[src/rtl/hazard_pkg.sv]
// Shared types and defaults for the hazard/scoreboard unit.
//   fwd_sel_e      : E-stage operand mux select encoding
//   REG_AW_DEFAULT : default register-address width
package hazard_pkg;

    localparam int REG_AW_DEFAULT = 5;

    typedef enum logic [1:0] {
        FWD_RF = 2'b00,   // operand from register file
        FWD_W  = 2'b01,   // forward from W-stage result
        FWD_M  = 2'b10    // forward from M-stage ALU result
    } fwd_sel_e;

endpackage

[src/rtl/md_scoreboard.sv]
// MDU in-flight tracker: pending-destination vector, latency counter and
// writeback destination register.
//   clk, rst_n : clock, asynchronous active-low reset
//   mdIssue    : MDU op in E issues at this edge
//   issueRd    : destination of the issuing op
//   pend       : one bit per register, set while an MDU write is pending
//   mdBusy     : an MDU op is in flight
//   mdDone     : writeback strobe (final latency cycle)
//   mdRdW      : destination being written back, valid with mdDone
module md_scoreboard
    import hazard_pkg::*;
#(
    parameter int REG_AW  = REG_AW_DEFAULT,
    parameter int MDU_LAT = 4
) (
    input  logic                   clk,
    input  logic                   rst_n,
    input  logic                   mdIssue,
    input  logic [REG_AW-1:0]      issueRd,
    output logic [2**REG_AW-1:0]   pend,
    output logic                   mdBusy,
    output logic                   mdDone,
    output logic [REG_AW-1:0]      mdRdW
);

    localparam int CNT_W = $clog2(MDU_LAT + 1);
    localparam int DEPTH = 2**REG_AW;

    logic [CNT_W-1:0]  countReg, countNext;
    logic [DEPTH-1:0]  pendReg, pendNext;
    logic [REG_AW-1:0] rdReg, rdNext;

    assign mdBusy = (countReg != '0);
    assign mdDone = (countReg == CNT_W'(1));
    assign pend   = pendReg;
    assign mdRdW  = rdReg;

    always_comb begin
        countNext = countReg;
        rdNext    = rdReg;
        if (mdIssue) begin
            countNext = CNT_W'(MDU_LAT);
            rdNext    = issueRd;
        end else if (mdBusy) begin
            countNext = countReg - CNT_W'(1);
        end
    end

    // Set dominates clear so a back-to-back op to the same register keeps
    // its bit: the retiring op's clear is applied first, then the new set.
    for (genvar gi = 0; gi < DEPTH; gi++) begin : g_pend
        logic clrBit, setBit;
        assign clrBit = mdDone && (rdReg == REG_AW'(gi));
        assign setBit = mdIssue && (issueRd == REG_AW'(gi)) && (gi != 0);
        assign pendNext[gi] = setBit | (pendReg[gi] & ~clrBit);
    end

    always_ff @(posedge clk or negedge rst_n) begin
        if (!rst_n) begin
            countReg <= '0;
            pendReg  <= '0;
            rdReg    <= '0;
        end else begin
            countReg <= countNext;
            pendReg  <= pendNext;
            rdReg    <= rdNext;
        end
    end

    // Only one MDU op may be in flight; the stall logic keeps a second op
    // out of E until the first is in its writeback cycle.
    always @(posedge clk) begin
        if (rst_n && mdIssue) begin
            assert (!(mdBusy && !mdDone));
        end
    end

endmodule

[src/rtl/hazard_scoreboard_unit.sv]
// Hazard unit for the 5-stage pipeline with a multi-cycle MDU path.
//   Inputs : D/E/M/W register addresses and write enables, MdOpD/MdOpE,
//            ResultSrcE_MSB (E is a load), PCSrcE (taken branch in E)
//   Outputs: ForwardAE/ForwardBE (E operand select), StallF/StallD,
//            FlushD/FlushE, MdBusy/MdDone/MdRdW (MDU status)
module hazard_scoreboard_unit
    import hazard_pkg::*;
#(
    parameter int REG_AW  = REG_AW_DEFAULT,
    parameter int MDU_LAT = 4
) (
    input  logic              clk,
    input  logic              rst_n,
    input  logic [REG_AW-1:0] Rs1D,
    input  logic [REG_AW-1:0] Rs2D,
    input  logic [REG_AW-1:0] RdD,
    input  logic              RegWriteD,
    input  logic              MdOpD,
    input  logic [REG_AW-1:0] Rs1E,
    input  logic [REG_AW-1:0] Rs2E,
    input  logic [REG_AW-1:0] RdE,
    input  logic              MdOpE,
    input  logic              ResultSrcE_MSB,
    input  logic              PCSrcE,
    input  logic [REG_AW-1:0] RdM,
    input  logic [REG_AW-1:0] RdW,
    input  logic              RegWriteM,
    input  logic              RegWriteW,
    output logic [1:0]        ForwardAE,
    output logic [1:0]        ForwardBE,
    output logic              StallF,
    output logic              StallD,
    output logic              FlushD,
    output logic              FlushE,
    output logic              MdBusy,
    output logic              MdDone,
    output logic [REG_AW-1:0] MdRdW
);

    logic [2**REG_AW-1:0] pend;
    logic [3:0]           fwdVec;
    logic [1:0]           srcHaz;
    logic [1:0]           matchE;
    logic                 lwStall, mdRawE, wawHaz, sbStall, structStall, stall;

    md_scoreboard #(
        .REG_AW  (REG_AW),
        .MDU_LAT (MDU_LAT)
    ) u_md_scoreboard (
        .clk     (clk),
        .rst_n   (rst_n),
        .mdIssue (MdOpE),
        .issueRd (RdE),
        .pend    (pend),
        .mdBusy  (MdBusy),
        .mdDone  (MdDone),
        .mdRdW   (MdRdW)
    );

    // Per-operand forwarding and source-hazard detection.
    for (genvar gi = 0; gi < 2; gi++) begin : g_src
        logic [REG_AW-1:0] rsE, rsD;
        fwd_sel_e          sel;

        assign rsE = (gi == 0) ? Rs1E : Rs2E;
        assign rsD = (gi == 0) ? Rs1D : Rs2D;

        always_comb begin
            sel = FWD_RF;
            if (rsE != '0 && rsE == RdM && RegWriteM)
                sel = FWD_M;
            else if (rsE != '0 && rsE == RdW && RegWriteW)
                sel = FWD_W;
        end

        assign fwdVec[2*gi +: 2] = sel;
        assign matchE[gi] = (rsD == RdE);
        // A register in its writeback cycle is readable through the
        // register-file write-through, so it no longer blocks D.
        assign srcHaz[gi] = (rsD != '0) && pend[rsD] && !(MdDone && MdRdW == rsD);
    end

    assign ForwardAE = fwdVec[1:0];
    assign ForwardBE = fwdVec[3:2];

    assign lwStall     = ResultSrcE_MSB && (RdE != '0) && (|matchE);
    assign mdRawE      = MdOpE && (RdE != '0) && (|matchE);
    assign wawHaz      = (RegWriteD || MdOpD) && (RdD != '0) && pend[RdD]
                         && !(MdDone && MdRdW == RdD);
    assign sbStall     = (|srcHaz) || wawHaz;
    assign structStall = MdOpD && (MdOpE || (MdBusy && !MdDone));
    assign stall       = lwStall | mdRawE | sbStall | structStall;

    // A taken branch squashes the D instruction, so any stall it raised is
    // moot; the MDU state is older than the branch and keeps running.
    always_comb begin
        StallF = 1'b0;
        StallD = 1'b0;
        FlushD = 1'b0;
        FlushE = 1'b0;
        if (PCSrcE) begin
            FlushD = 1'b1;
            FlushE = 1'b1;
        end else begin
            StallF = stall;
            StallD = stall;
            FlushE = stall;
        end
    end

endmodule

[config.mk]
export PLATFORM = sky130hd
export DESIGN_NAME = hazard_scoreboard_unit
export DESIGN_NICKNAME = d
export VERILOG_FILES = /design/src/rtl/hazard_pkg.sv /design/src/rtl/md_scoreboard.sv /design/src/rtl/hazard_scoreboard_unit.sv
export SDC_FILE = /design/constraint.sdc
export NUM_CORES = 1
export LEC_CHECK = 0
export ABC_AREA = 1
export CORE_AREA = 10 10 78 114
export DETAILED_ROUTE_END_ITERATION = 12
export DIE_AREA = 0 0 88 124
export GPL_ROUTABILITY_DRIVEN = 0
export HOLD_SLACK_MARGIN = 0.06
export PLACE_DENSITY = 0.87
export SLEW_MARGIN = 20
export SYNTH_ARGS = -nofsm -noshare
export SYNTH_HDL_FRONTEND = slang
export SYNTH_SLANG_ARGS = --single-unit
[constraint.sdc]
create_clock -name clk -period 2.6 [get_ports clk]
set_clock_uncertainty 0.05 [all_clocks]
set_input_delay 0.52 -clock clk [delete_from_list [all_inputs] [get_ports clk]]
set_output_delay 0.52 -clock clk [all_outputs]
set_load 0.03 [all_outputs]
==> impl_metrics.yaml <==
finish:
  final_cell_count_no_fill: 753
  synthToLayoutAreaGrowth_pct: 35.1
  seq_area_sq_um: 1010
  num-nets-final: 726
  fin_util: 0.715
  final_layout_size_suffix_gt1_frac: 0.157
  n_antenna_cell: 0
  multi_input_area_sq_um: 2190
  fillers: 516
drt:
  drc: 0
  routed_wl_um: 14600
  avgViaCountPerCell: 6.23
  wl_per_cell_um: 19.4
  vias: 4689
  drt-initial-drc-count: 578
  first_pass_iters: 8
  postRouteAntennaNets: 0
die:
  die-area_sq_um: 10900
  io_pins: 64
  die_h_um: 124
  core_area_sq_um: 6810
  start_util: 0.530
  dieWidth_um: 88
  rows: 37
yosys:
  ys_seq_area_frac: 0.278
  synth_top_family_by_area: "simple AND/OR/NAND/NOR gates"
  post-synth-top-count-cell: "nand2_1"
  ys_types: 32
  yosys.area.top_type: "dfrtp_1"
  postSynth.asyncResetShare: 1.00
  synth-edff-count: 0
  synth_top_area_share: 0.278
  synth_nets: 641
  avgSynthCellArea_sq_um: 6.12
  synth_compound_area_frac: 0.166
  synth-simple-area-share: 0.352
  ys.flop_type: "dfrtp_1"
  ys_top_cells_by_count: "nand2_1 (187), inv_1 (76), nand3_1 (74), o21ai_0 (72), dfrtp_1 (40)"
  synthTopCellsByArea: "dfrtp_1 (28%), nand2_1 (19%), nand3_1 (10%), o21ai_0 (10%), inv_1 (7.9%)"
  synthXorXnorAreaFrac: 0.0559
  ys_seq_elements: 40
  syn_inst: 589
  synthAdderAreaFrac: 0.0104
  ys_warn_count: 0
  synthMuxAreaShare: 0
  syn_area_sq_um: 3600
critical_path:
  crit_chain: "buf_2 > bufbuf_16 > nand2_1 > nand3_1 > nand2_1 > nand2_1 > nand2_1 > inv_1 > nand2_1 > nand2_1 > nand2_1 > nand2_1 > nand2_1 > nor2_2 > nor2_2 > buf_6"
  r2r_end: "u_md_scoreboard.pend[26]"
  cp_slowest_stage_delay_ns: 0.27
  reg2reg_slack_ns: 0.71
  arrival_ns: 2.06
  cpMostUsedCell: "nand2_1"
  critPathTopFamily: "simple AND/OR/NAND/NOR gates"
  end_kind: "output port"
  startpoint_type: "input port"
  cp_num_buf_inv: 4
  worstReg2RegStart: "u_md_scoreboard.countReg[1]"
  slowest_stage: "bufbuf_16"
  critical_path_class: "in -> out"
  crit_required_ns: 2.03
  cp_max_fo: 9
  ff2ff_path_depth: 9
status:
  status: "finished, violations left"
  violations: "setup timing"
clock_tree:
  ctsRootBufferMaster: "clkbuf_8"
  clk_latency_ns: 0.30
  cts_buffer_depth: 2
  htreeDepth: 2
  clock-sinks: 40
  clk_pin_slew_ns: 0.09
  cts_buffers: 5
  cts_tree: "built"
  hold_buffers: 0
grt:
  grt_max_degree: 41
  antenna_found_initial: 0
  grt_use_total: 0.254
  grt_overflow: 0
  grt_pass1_vias: 4424
  grt_pass1_wl_um: 21900
power:
  ir_drop_mv: 0.636
  p_leak_uw: 0.00235
  power_uw: 2780
  power_density_nw_per_um2: 570
job:
  drv_cap: 0
sta:
  fmax_ghz: 0.380
  hold_ws_ns: 0.286
  period_minus_slack_ns: 2.63
  setup_slack_ns: -0.0348
  maxSlewHeadroom: 0.396
  worst_slew_pin_slew_ns: 0.906
  min_period_over_period: 1.01
  drv_slew: 0
  hold_violations: 0
  setup_viol: 3
placement:
  io_buffer_count: 63
  dp_cells: 734
  place_ws_ns: -0.282
  dpl.hpwl_um: 10500
hold_path:
  hold_path_class: "in -> async"
## repair_timing
action	4_1_cts	5_1_grt
gates cloned	4	2
pin swaps	5	21
setup buffers	2	3
setup endpoints to repair	3	4
gates resized for setup	39	49
## logic make-up after synthesis
| group | after synthesis |
|---|---|
| compound gates | 108 |
| xor+xnor | 23 |
| fa+ha+maj | 3 |
| buf+inv | 109 |
| flops | 40 |
| simple gates | 306 |
## worst max path at each step
stage	from	end	slack (ns)	cells after the start
floorplan	Rs2D[0]	StallF	0.14	11
global placement	Rs1D[0]	FlushE	-0.27	17
detailed placement	Rs1D[0]	FlushE	-0.28	17
CTS	Rs2E[3]	ForwardBE[0]	0.007	6
global route	Rs1D[0]	StallD	-0.08	16
finish	Rs1D[0]	StallD	-0.03	16
## state kept, by name (all words and copies together) (netlist names)
signal	cells
u_md_scoreboard.mdRdW	5
u_md_scoreboard.countReg	3
u_md_scoreboard.pend	32
## power by group
group	total [uW]	switching [uW]	internal (uW)
sequential	893	121	773
combinational	1180	733	443
clock	706	226	480
total	2780	1080	1700
## layer usage
| layer | share of wire | vias to the layer above | global-route usage |
|---|---|---|---|
| li1 | - | 2077 | - |
| met1 | 0.31 | 2095 | 0.256 |
| met2 | 0.51 | 397 | 0.448 |
| met3 | 0.096 | 120 | 0.0373 |
| met4 | 0.084 | 0 | 0.208 |
| met5 | 0 | - | 0 |
## metrics by stage
stage          area [sq um]  TNS [ns]
2_1_floorplan          3620         0
3_3_place_gp           4420    -0.780
3_5_place_dp           4420    -0.805
4_1_cts                4730         0
5_1_grt                4870    -0.200
6_report               4870   -0.0831
## placed cells by master, fill, tap and decap left out, types with 5 or more instances in the layout
cell             count
clkbuf_8             5
o22ai_1              6
buf_4               36
xor2_1              14
o211ai_1            11
nand2_1            183
a21oi_1              8
o21ai_0             71
dfrtp_1             35
nor2_1              27
buf_6                7
clkdlybuf4s50_1     35
dlygate4sd2_1        9
nor2_2               5
inv_1               67
xnor2_1              9
inv_2                8
dfrtp_2              5
nand3_1             71
## area by class of cell
cell class,instances,share of cell area
multi-input cells,440,0.451
repair buffers,106,0.220
flip-flops and latches,40,0.207
inverters,80,0.0686
well taps,78,0.0201
clock inverters,3,0.0185
clock buffers,5,0.0141
repair inverters,1,0.00154
(Power assumes the default switching activity.)
